`config.mk`:
```
export PLATFORM = sky130hd
export DESIGN_NAME = dma_engine_flat
export DESIGN_NICKNAME = d
export VERILOG_FILES = /design/src/rtl/dma_pkg.sv /design/src/rtl/dma_if.sv /design/src/rtl/dma_addr_gen.sv /design/src/rtl/dma_engine.sv /design/src/flat_wrapper.sv
export SDC_FILE = /design/constraint.sdc
export NUM_CORES = 1
export LEC_CHECK = 0
export CORE_ASPECT_RATIO = 0.9
export CORE_MARGIN = 3
export CORE_UTILIZATION = 46
export CTS_CLUSTER_SIZE = 8
export DETAILED_ROUTE_END_ITERATION = 7
export HOLD_SLACK_MARGIN = 0.02
export PLACE_DENSITY_LB_ADDON = 0.2
export RECOVER_POWER = 50
export SETUP_SLACK_MARGIN = 0.1
export SYNTH_ARGS = -nofsm -noshare
export SYNTH_HDL_FRONTEND = slang
export SYNTH_SLANG_ARGS = --single-unit
```
`constraint.sdc`:
```
create_clock -name clk -period 3.4 [get_ports clk]
set_clock_uncertainty 0.15 [all_clocks]
set_input_delay 0.85 -clock clk [delete_from_list [all_inputs] [get_ports clk]]
set_output_delay 0.85 -clock clk [all_outputs]
set_load 0.005 [all_outputs]
```
`src/rtl/dma_pkg.sv`:
```
// Shared types for the DMA engine: FSM state encoding, command codes and
// the default DRAM stride.
`timescale 1ns/1ps
package dma_pkg;

    typedef enum logic [2:0] {
        IDLE,
        LOAD,
        D2S_REQ,
        D2S_WR,
        S2D_RD,
        S2D_REQ,
        STEP,
        DONE
    } state_t;

    localparam logic [1:0] CMD_NONE = 2'b00;
    localparam logic [1:0] CMD_D2S  = 2'b01;
    localparam logic [1:0] CMD_S2D  = 2'b10;
    localparam logic [1:0] CMD_RSVD = 2'b11;

    localparam logic [15:0] DRAM_STRIDE_DEFAULT = 16'd4;

endpackage

```
`src/rtl/dma_if.sv`:
```
// Command, SRAM and DRAM signals of the DMA engine. The optional dramStride
// input exists only when DMA_STRIDE_EN is defined.
`timescale 1ns/1ps
interface dma_if #(
    parameter int DATA_W  = 32,
    parameter int SRAM_AW = 14,
    parameter int LEN_W   = 10
);
    logic [1:0]         cmd;
    logic [31:0]        srcAddress;
    logic [31:0]        dstAddress;
    logic [LEN_W-1:0]   width;
`ifdef DMA_STRIDE_EN
    logic [15:0]        dramStride;
`endif
    logic [SRAM_AW-1:0] sramAddress;
    logic [DATA_W-1:0]  sramReadData;
    logic [DATA_W-1:0]  sramWriteData;
    logic               sramWriteEnable;
    logic [31:0]        dramAddress;
    logic [DATA_W-1:0]  dramWriteData;
    logic               dramReadEnable;
    logic               dramWriteEnable;
    logic [DATA_W-1:0]  dramReadData;
    logic               dramValid;
    logic               stall;
    logic               done;

    // The DMA engine side
    modport master (
        input  cmd, srcAddress, dstAddress, width,
`ifdef DMA_STRIDE_EN
        input  dramStride,
`endif
        input  sramReadData, dramReadData, dramValid,
        output sramAddress, sramWriteData, sramWriteEnable,
        output dramAddress, dramWriteData, dramReadEnable, dramWriteEnable,
        output stall, done
    );

    // Host and memory side
    modport slave (
        output cmd, srcAddress, dstAddress, width,
`ifdef DMA_STRIDE_EN
        output dramStride,
`endif
        output sramReadData, dramReadData, dramValid,
        input  sramAddress, sramWriteData, sramWriteEnable,
        input  dramAddress, dramWriteData, dramReadEnable, dramWriteEnable,
        input  stall, done
    );
endinterface

```
`src/rtl/dma_addr_gen.sv`:
```
// Source/destination address and remaining-count registers. The DRAM-side
// address advances by the latched stride, the SRAM side always by 4 bytes.
`timescale 1ns/1ps
module dma_addr_gen #(
    parameter int LEN_W = 10
) (
    input  logic             clk,
    input  logic             reset_n,
    input  logic             load,
    input  logic             step,
    input  logic             dram_is_src,
    input  logic [31:0]      src_in,
    input  logic [31:0]      dst_in,
    input  logic [LEN_W-1:0] len_in,
    input  logic [15:0]      stride_in,
    output logic [31:0]      src_addr,
    output logic [31:0]      dst_addr,
    output logic [LEN_W-1:0] remaining,
    output logic             last
);
    logic [31:0]      src_reg;
    logic [31:0]      dst_reg;
    logic [LEN_W-1:0] remaining_reg;
    logic [15:0]      stride_reg;
    logic [31:0]      src_inc;
    logic [31:0]      dst_inc;

    assign src_inc = dram_is_src ? {16'd0, stride_reg} : 32'd4;
    assign dst_inc = dram_is_src ? 32'd4 : {16'd0, stride_reg};

    always_ff @(posedge clk or negedge reset_n) begin
        if (!reset_n) begin
            src_reg       <= '0;
            dst_reg       <= '0;
            remaining_reg <= '0;
            stride_reg    <= '0;
        end else if (load) begin
            src_reg       <= src_in;
            dst_reg       <= dst_in;
            remaining_reg <= len_in;
            stride_reg    <= stride_in;
        end else if (step) begin
            src_reg       <= src_reg + src_inc;
            dst_reg       <= dst_reg + dst_inc;
            remaining_reg <= remaining_reg - LEN_W'(1);
        end
    end

    assign src_addr  = src_reg;
    assign dst_addr  = dst_reg;
    assign remaining = remaining_reg;
    // The word being stepped is the final one
    assign last      = (remaining_reg == LEN_W'(1));
endmodule

```
`src/rtl/dma_engine.sv`:
```
// Word-by-word DMA between DRAM (byte addressed, request/valid) and SRAM
// (word addressed, one-cycle read). Define DMA_STRIDE_EN for a DRAM byte stride.
`timescale 1ns/1ps
module dma_engine
    import dma_pkg::*;
#(
    parameter int DATA_W  = 32,
    parameter int SRAM_AW = 14,
    parameter int LEN_W   = 10
) (
    input logic   clk,
    input logic   reset_n,
    dma_if.master bus
);
    state_t            state_reg;
    logic              dir_s2d_reg;
    logic              first_reg;
    logic [DATA_W-1:0] data_reg;
    logic              rd_en_reg;
    logic              wr_en_reg;
    logic              sram_we_reg;
    logic              done_reg;
    logic              stall_reg;

    logic [31:0]       src_addr;
    logic [31:0]       dst_addr;
    logic [LEN_W-1:0]  remaining;
    logic              last;
    logic [15:0]       stride_in;

`ifdef DMA_STRIDE_EN
    assign stride_in = bus.dramStride;
`else
    assign stride_in = DRAM_STRIDE_DEFAULT;
`endif

    dma_addr_gen #(.LEN_W(LEN_W)) u_addr_gen (
        .clk         (clk),
        .reset_n     (reset_n),
        .load        (state_reg == LOAD),
        .step        (state_reg == STEP),
        .dram_is_src (!dir_s2d_reg),
        .src_in      (bus.srcAddress),
        .dst_in      (bus.dstAddress),
        .len_in      (bus.width),
        .stride_in   (stride_in),
        .src_addr    (src_addr),
        .dst_addr    (dst_addr),
        .remaining   (remaining),
        .last        (last)
    );

    always_ff @(posedge clk or negedge reset_n) begin
        if (!reset_n) begin
            state_reg   <= IDLE;
            dir_s2d_reg <= 1'b0;
            first_reg   <= 1'b0;
            data_reg    <= '0;
            rd_en_reg   <= 1'b0;
            wr_en_reg   <= 1'b0;
            sram_we_reg <= 1'b0;
            done_reg    <= 1'b0;
            stall_reg   <= 1'b0;
        end else begin
            case (state_reg)
                IDLE: begin
                    if (bus.cmd == CMD_D2S || bus.cmd == CMD_S2D) begin
                        state_reg   <= LOAD;
                        dir_s2d_reg <= (bus.cmd == CMD_S2D);
                        stall_reg   <= 1'b1;
                    end
                end
                LOAD: begin
                    if (bus.width == '0) begin
                        state_reg <= DONE;
                        done_reg  <= 1'b1;
                    end else if (dir_s2d_reg) begin
                        state_reg <= S2D_RD;
                    end else begin
                        state_reg <= D2S_REQ;
                        rd_en_reg <= 1'b1;
                    end
                end
                D2S_REQ: begin
                    if (bus.dramValid) begin
                        data_reg    <= bus.dramReadData;
                        rd_en_reg   <= 1'b0;
                        sram_we_reg <= 1'b1;
                        state_reg   <= D2S_WR;
                    end
                end
                D2S_WR: begin
                    sram_we_reg <= 1'b0;
                    state_reg   <= STEP;
                end
                S2D_RD: begin
                    wr_en_reg <= 1'b1;
                    first_reg <= 1'b1;
                    state_reg <= S2D_REQ;
                end
                S2D_REQ: begin
                    // SRAM data appears on the cycle after the address was driven
                    if (first_reg) begin
                        data_reg  <= bus.sramReadData;
                        first_reg <= 1'b0;
                    end
                    if (bus.dramValid) begin
                        wr_en_reg <= 1'b0;
                        state_reg <= STEP;
                    end
                end
                STEP: begin
                    if (last) begin
                        state_reg <= DONE;
                        done_reg  <= 1'b1;
                    end else if (dir_s2d_reg) begin
                        state_reg <= S2D_RD;
                    end else begin
                        state_reg <= D2S_REQ;
                        rd_en_reg <= 1'b1;
                    end
                end
                DONE: begin
                    done_reg  <= 1'b0;
                    stall_reg <= 1'b0;
                    state_reg <= IDLE;
                end
                default: state_reg <= IDLE;
            endcase
        end
    end

    assign bus.dramAddress     = dir_s2d_reg ? dst_addr : src_addr;
    assign bus.sramAddress     = dir_s2d_reg ? src_addr[SRAM_AW+1:2] : dst_addr[SRAM_AW+1:2];
    assign bus.sramWriteData   = data_reg;
    // Forward the fresh SRAM word until it has been captured
    assign bus.dramWriteData   = first_reg ? bus.sramReadData : data_reg;
    assign bus.dramReadEnable  = rd_en_reg;
    assign bus.dramWriteEnable = wr_en_reg;
    assign bus.sramWriteEnable = sram_we_reg;
    assign bus.done            = done_reg;
    assign bus.stall           = stall_reg;

    logic unused_ok;
    assign unused_ok = ^remaining;
endmodule

```
`src/flat_wrapper.sv`:
```
// flat-port wrapper written by rule: the top's interface ports become plain ports
module dma_engine_flat import dma_pkg::*;
#(
    parameter int DATA_W  = 32,
    parameter int SRAM_AW = 14,
    parameter int LEN_W   = 10
)
  (clk, reset_n, bus_cmd, bus_srcAddress, bus_dstAddress, bus_width, bus_sramReadData, bus_dramReadData, bus_dramValid, bus_sramAddress, bus_sramWriteData, bus_sramWriteEnable, bus_dramAddress, bus_dramWriteData, bus_dramReadEnable, bus_dramWriteEnable, bus_stall, bus_done);
  dma_if #(.DATA_W(DATA_W), .SRAM_AW(SRAM_AW), .LEN_W(LEN_W)) bus_i ();
  input logic clk;
  input logic reset_n;
  input wire logic [$bits(bus_i.cmd)-1:0] bus_cmd;
  input wire logic [$bits(bus_i.srcAddress)-1:0] bus_srcAddress;
  input wire logic [$bits(bus_i.dstAddress)-1:0] bus_dstAddress;
  input wire logic [$bits(bus_i.width)-1:0] bus_width;
  input wire logic [$bits(bus_i.sramReadData)-1:0] bus_sramReadData;
  input wire logic [$bits(bus_i.dramReadData)-1:0] bus_dramReadData;
  input wire logic [$bits(bus_i.dramValid)-1:0] bus_dramValid;
  output wire logic [$bits(bus_i.sramAddress)-1:0] bus_sramAddress;
  output wire logic [$bits(bus_i.sramWriteData)-1:0] bus_sramWriteData;
  output wire logic [$bits(bus_i.sramWriteEnable)-1:0] bus_sramWriteEnable;
  output wire logic [$bits(bus_i.dramAddress)-1:0] bus_dramAddress;
  output wire logic [$bits(bus_i.dramWriteData)-1:0] bus_dramWriteData;
  output wire logic [$bits(bus_i.dramReadEnable)-1:0] bus_dramReadEnable;
  output wire logic [$bits(bus_i.dramWriteEnable)-1:0] bus_dramWriteEnable;
  output wire logic [$bits(bus_i.stall)-1:0] bus_stall;
  output wire logic [$bits(bus_i.done)-1:0] bus_done;
  assign bus_i.cmd = bus_cmd;
  assign bus_i.srcAddress = bus_srcAddress;
  assign bus_i.dstAddress = bus_dstAddress;
  assign bus_i.width = bus_width;
  assign bus_i.sramReadData = bus_sramReadData;
  assign bus_i.dramReadData = bus_dramReadData;
  assign bus_i.dramValid = bus_dramValid;
  assign bus_sramAddress = bus_i.sramAddress;
  assign bus_sramWriteData = bus_i.sramWriteData;
  assign bus_sramWriteEnable = bus_i.sramWriteEnable;
  assign bus_dramAddress = bus_i.dramAddress;
  assign bus_dramWriteData = bus_i.dramWriteData;
  assign bus_dramReadEnable = bus_i.dramReadEnable;
  assign bus_dramWriteEnable = bus_i.dramWriteEnable;
  assign bus_stall = bus_i.stall;
  assign bus_done = bus_i.done;
  dma_engine #(.DATA_W(DATA_W), .SRAM_AW(SRAM_AW), .LEN_W(LEN_W)) u_core (.clk(clk), .reset_n(reset_n), .bus(bus_i));
endmodule
```
After elaboration in Yosys (flattened, before gate mapping)
Cells that the tools add are included.
- register bits after elaboration: 117
- input bits: 143
- output and inout port bits: 115
- logic and storage cells: 85
- multiplexer cells: 34
- add/sub/neg operators: 3
- reduce and logical (&&, ||, !) cells: 18
- eq/ne operators: 17
- operator list (operator ; count):
    32-bit 2-to-1 mux ; 7
    32-bit one-hot mux with 2 select lines ; 1
    32-bit by 3-bit adder with 32-bit output ; 1
    32-bit adder ; 1
    3-bit 2-to-1 mux ; 8
    3-bit one-hot mux with 8 select lines ; 1
    10-bit 2-to-1 mux ; 2
    14-bit 2-to-1 mux ; 1
    3-bit == test (second input constant) ; 4
    10-bit by 1-bit == test with 1-bit output (second input constant) ; 1
    10-bit zero test ; 1
    2-bit AND reduction ; 5
    2-bit nonzero test ; 5
    10-bit by 1-bit subtractor with 10-bit output (second input constant) ; 1
    1-bit 2-to-1 mux ; 8
    2-bit inequality test (second input constant) ; 4
    1-bit one-hot mux with 2 select lines ; 4
    3-bit by 2-bit == test with 1-bit output (second input constant) ; 2
    2-bit by 1-bit inequality test with 1-bit output (second input constant) ; 3
    1-bit one-hot mux with 3 select lines ; 2
    3-bit AND reduction ; 2
    3-bit nonzero test ; 2
    4-bit AND reduction ; 1
    3-bit by 1-bit == test with 1-bit output (second input constant) ; 1
    other kinds (4) ; 4

Logic depth before layout (Yosys ltp)
- depth after elaboration: 4
- mapped depth: 11
- gate-level depth less buffers: 8

Cells and area by module
From an unflattened synthesis, not the netlist that was laid out.
- cell total of the unflattened synthesis: 969
- area total of the unflattened synthesis: 9097.5 um^2
- modules (own cells, without submodules) (module ; area each (um^2) ; times used ; seq. area each (um^2) ; cells each):
    dma_addr_gen ; 6055.8 ; 1 ; 2252.2 ; 668
    dma_engine ; 3041.7 ; 1 ; 1051.0 ; 301

Worst setup path after synthesis
Ideal clock, no wire load.
- path type: reg-to-reg
- start: register u_core.dir_s2d_reg
- end: register u_core.u_addr_gen.src_reg[28], in the netlist u_core.u_addr_gen.src_addr[28]
- required time: 3.172 ns
- stages on the path, launching flop included: 11
- data arrival time: 2.530 ns
- period minus slack after synthesis: 2.758 ns
- path buffers: 3
- setup slack: 0.642 ns
- setup time: 0.078 ns
- cell sequence: dfrtp_1 -> buf_1 -> clkbuf_1 -> or2_2 -> ha_1 -> ha_1 -> clkbuf_1 -> nand4_1 -> or4_4 -> o31ai_2 -> o21bai_1
- cells in the longest elaborated chain, start to end: 4
- ends and longest elaborated chain (item ; RTL line ; RTL):
    from (decl) ; dma_engine.sv:16 ; logic dir_s2d_reg;
    from (signal assigned) ; dma_engine.sv:69 ; dir_s2d_reg <= (bus.cmd == CMD_S2D);
    3-bit 2-to-1 mux ; dma_addr_gen.sv:28 ; assign src_inc = dram_is_src ? {16'd0, stride_reg} : 32'd4;
    32-bit adder ; dma_addr_gen.sv:43 ; src_reg <= src_reg + src_inc;
    32-bit 2-to-1 mux ; dma_addr_gen.sv:42 ; end else if (step) begin
    32-bit 2-to-1 mux ; dma_addr_gen.sv:37 ; end else if (load) begin
    to (signal assigned) ; dma_addr_gen.sv:38 ; src_reg <= src_in;
    to (signal assigned) ; dma_addr_gen.sv:43 ;
    to (decl) ; dma_addr_gen.sv:21 ; logic [31:0] src_reg;
No other way between the ends. The select of a mux whose other input is x is not followed.
A chain may end at the register's enable or synchronous reset.

Final worst setup path
- start: register u_core.dir_s2d_reg
- end: output port bus_dramAddress[11]
- cells in the longest elaborated chain, start to end: 1
- ends and longest elaborated chain (item ; RTL line ; RTL):
    32-bit 2-to-1 mux ; dma_engine.sv:133 ; assign bus.dramAddress = dir_s2d_reg ? dst_addr : src_addr;
    to (decl) ; flat_wrapper.sv:22 ; output wire logic [$bits(bus_i.dramAddress)-1:0] bus_dramAddress;
No other way between the ends.

==> results_dict.tcl <==
set metrics [dict create \
    cts_buffers 17 \
    finalSetupViolCount 0 \
    num_vias 6950 \
    track_usage 0.262 \
    io_buffers 257 \
    drt_wl_total_mm 22.5 \
    area_delta_synth_final_pct 47.0 \
    critPathTopFamily "buffers and inverters" \
    endpoint_kind "primary output" \
    final.fill_count 1193 \
    synth_area_leaders "dfrtp_1, mux2_2, nand2_1, a32o_1, o21ai_0" \
    final_cell_mix "clkdlybuf4s50_1, dfrtp_1, nand2_1, mux2_2, o21ai_0" \
    ff_latch_area_sq_um 2930 \
    tns_ns 0 \
    pwr-share-comb 0.509 \
    hpwl_mm 16.3 \
    place_congestion 0.863 \
    synth_top_area_share 0.411 \
    power_mw 9.52 \
    synth_top_area_cell "dfrtp_1" \
    via_per_inst 5.74 \
    use_met3 0.0816 \
    p_leak_nw 4.30 \
    cp_cell_sequence "buf_4, mux2_2, clkdlybuf4s50_1" \
    synth_flop_cell "dfrtp_1" \
    fin_hold_ws_ns 0.322 \
    clock_sinks 117 \
    synth_seq_cells 117 \
    ir_drop_mv 0.632 \
    drive_above_1_share 0.132 \
    min_period_over_period 0.906 \
    critical_path_class "flip-flop to primary output" \
    multi_input_area_sq_um 3940 \
    cpMaxStageDelayCell "dfrtp_2" \
    synth.avg_cell_area_sq_um 9.37 \
    pwr-share-clk 0.184 \
    relSlewSlack 0.0952 \
    core.rowCount 42 \
    synthArstFlopShare 1.00 \
    grt_max_degree 85 \
    powerDensity_nw_per_um2 909 \
    initial_core_util 0.477 \
    syn-cell-area_sq_um 7120 \
    synth_nets 910 \
    rsz0062_at_grt "no" \
    cts_setup_buffers 0 \
    die_w_um 137 \
    die_y_um 124 \
    first_global_vias 6836 \
    path_buf_inv 2 \
    grt_pass1_wl_mm 35.2 \
    dieArea_sq_um 17000 \
    antenna_found_initial 0 \
    synth_cells 760 \
    core_sq_um 14900 \
    hold_viol_final 0 \
    io_pins 258 \
    p_sw_mw 3.45 \
    postPlaceCellArea_sq_um 9930 \
    synth_fa_ha_area_frac 0.0123 \
    final_nets 1149 \
    gr-total-overflow 0 \
    synth.distinct_cells 47 \
    max_freq_mhz 325 \
    synthXorXnorAreaFrac 0.0467 \
    switching_share 0.363 \
    cts_tree "done" \
    cpPeakStageDelay_ns 0.56 \
    yosysWarnings 0 \
    drt_iter0_drc 479 \
    final_common_cell "clkdlybuf4s50_1" \
    seq_area_frac_synth 0.411 \
    path_max_fanout 15 \
    crit_path_start_kind "flip-flop" \
    wire_per_inst_um 18.6 \
    root_buffer "clkbuf_16" \
    cap_violations 0 \
    synth_top_family_by_area "simple AND/OR/NAND/NOR gates" \
    clk_latency_ns 0.42 \
    drc 0 \
    status "complete, no violations" \
    ant_nets 0 \
    synth.area.mux_share 0.128 \
    drt_first_pass_iters 7 \
    synthSimpleGateAreaFrac 0.192 \
    drv_slew 0 \
    htreeDepth 4 \
    synth_compound_area_frac 0.172 \
    period_minus_slack_ns 3.08 \
    p_seq_frac 0.306 \
    synth_edf_count 0 \
    ctsHoldBuffers 0 \
    p_int_mw 6.07 \
    critPathArrivalTime_ns 2.08 \
    use_met2 0.407 \
    critPathRequiredTime_ns 2.40 \
    grt_busiest_layer "met2" \
    cts.clk_slew.worst_paths_ns 0.05 \
    hold_class "flip-flop to flip-flop" \
    met1_usage 0.357 \
    ctsResizeCount 0 \
    tightest_slew_ns 1.36 \
    cts_buffer_depth 2 \
    fin_area_sq_um 10500 \
]
tightest hold or removal path: cells and delay by family (launching register included):
| family | cells | cell delay (ns) |
|---|---|---|
| and+or+nand+nor | 2 | 0.10 |
| DFF | 1 | 0.34 |
per-layer routing:
layer / part of all wire / vias to the layer above
met3: 0.082 / 19
met4: 0.012 / 0
met2: 0.48 / 261
li1: - / 3275
met1: 0.43 / 3395
met5: 0 / -
cells by family (layout without fill, tap and decap cells):
group | count (synthesis) | after routing
adder cells (fa/ha/maj) | 7 | 7
flip-flops | 117 | 117
multiplexers | 82 | 82
AND/OR/NAND/NOR | 271 | 271
XOR/XNOR | 38 | 38
other | 0 | 1
buffers and inverters | 71 | 322
AO/OA/AOI/OAI | 174 | 174
worst paths after layout:
check | from | endpoint | slack [ns] | cells after the start
max | u_core.dir_s2d_reg | bus_dramAddress[11] | 0.32 | 3
min in group asynchronous | reset_n | u_core.u_addr_gen.dst_addr[25] | 0.51 | 1
max reg2reg | u_core.dir_s2d_reg | u_core.u_addr_gen.src_addr[18] | 0.72 | 8
max in group asynchronous | reset_n | u_core.u_addr_gen.dst_addr[10] | 0.78 | 2
min reg2reg | u_core.u_addr_gen.dst_addr[0] | u_core.u_addr_gen.dst_addr[0] | 0.32 | 2
min | u_core.u_addr_gen.dst_addr[0] | u_core.u_addr_gen.dst_addr[0] | 0.32 | 2
through the flow:
step,setup WS (ns),util,cells
floorplan,0.642,-,760
global placement,0.403,0.665,1178
detailed placement,0.390,0.665,1178
CTS,0.301,0.704,1209
global route,0.249,0.702,1209
finish,0.318,0.702,1210
cell usage after synthesis, drive strengths merged (2+ instances only):
| master | number |
|---|---|
| nor2 | 28 |
| o21ai | 62 |
| clkbuf | 48 |
| dfrtp | 117 |
| a21o | 33 |
| a21oi | 11 |
| ha | 7 |
| mux2i | 9 |
| inv | 15 |
| a31oi | 4 |
| a32o | 32 |
| o211ai | 8 |
| or4 | 6 |
| o311ai | 7 |
| nand2 | 104 |
| nand3 | 39 |
| and4 | 4 |
| and3 | 12 |
| nand4 | 28 |
| and2 | 2 |
| or3 | 6 |
| a22oi | 6 |
| mux2 | 73 |
| or2 | 3 |
| or3b | 4 |
| xnor2 | 8 |
| nor3 | 16 |
| nor4 | 7 |
| a221o | 3 |
| xor2 | 30 |
| nand2b | 5 |
| nor4b | 3 |
| a211oi | 2 |
| buf | 8 |
area by class of cell:
type,count,share of cell area
clock buffers,29,0.0526
well taps,198,0.0237
repair buffers,276,0.259
inverters,15,0.00538
multi-input cells,572,0.376
clock inverters,2,0.00334
flip-flops and latches,117,0.280
diodes,1,0.000239
power groups by stage:
stage	registers (mW)	logic, mW	clock network (mW)
2_1_floorplan	2.63	2.52	0
4_1_cts	2.91	4.93	1.78
5_1_grt	3.03	5.27	1.85
3_3_place_gp	2.88	4.82	0
3_5_place_dp	2.91	4.87	0
6_report	2.91	4.85	1.76
No activity file was read; power rests on OpenSTA's default activity.
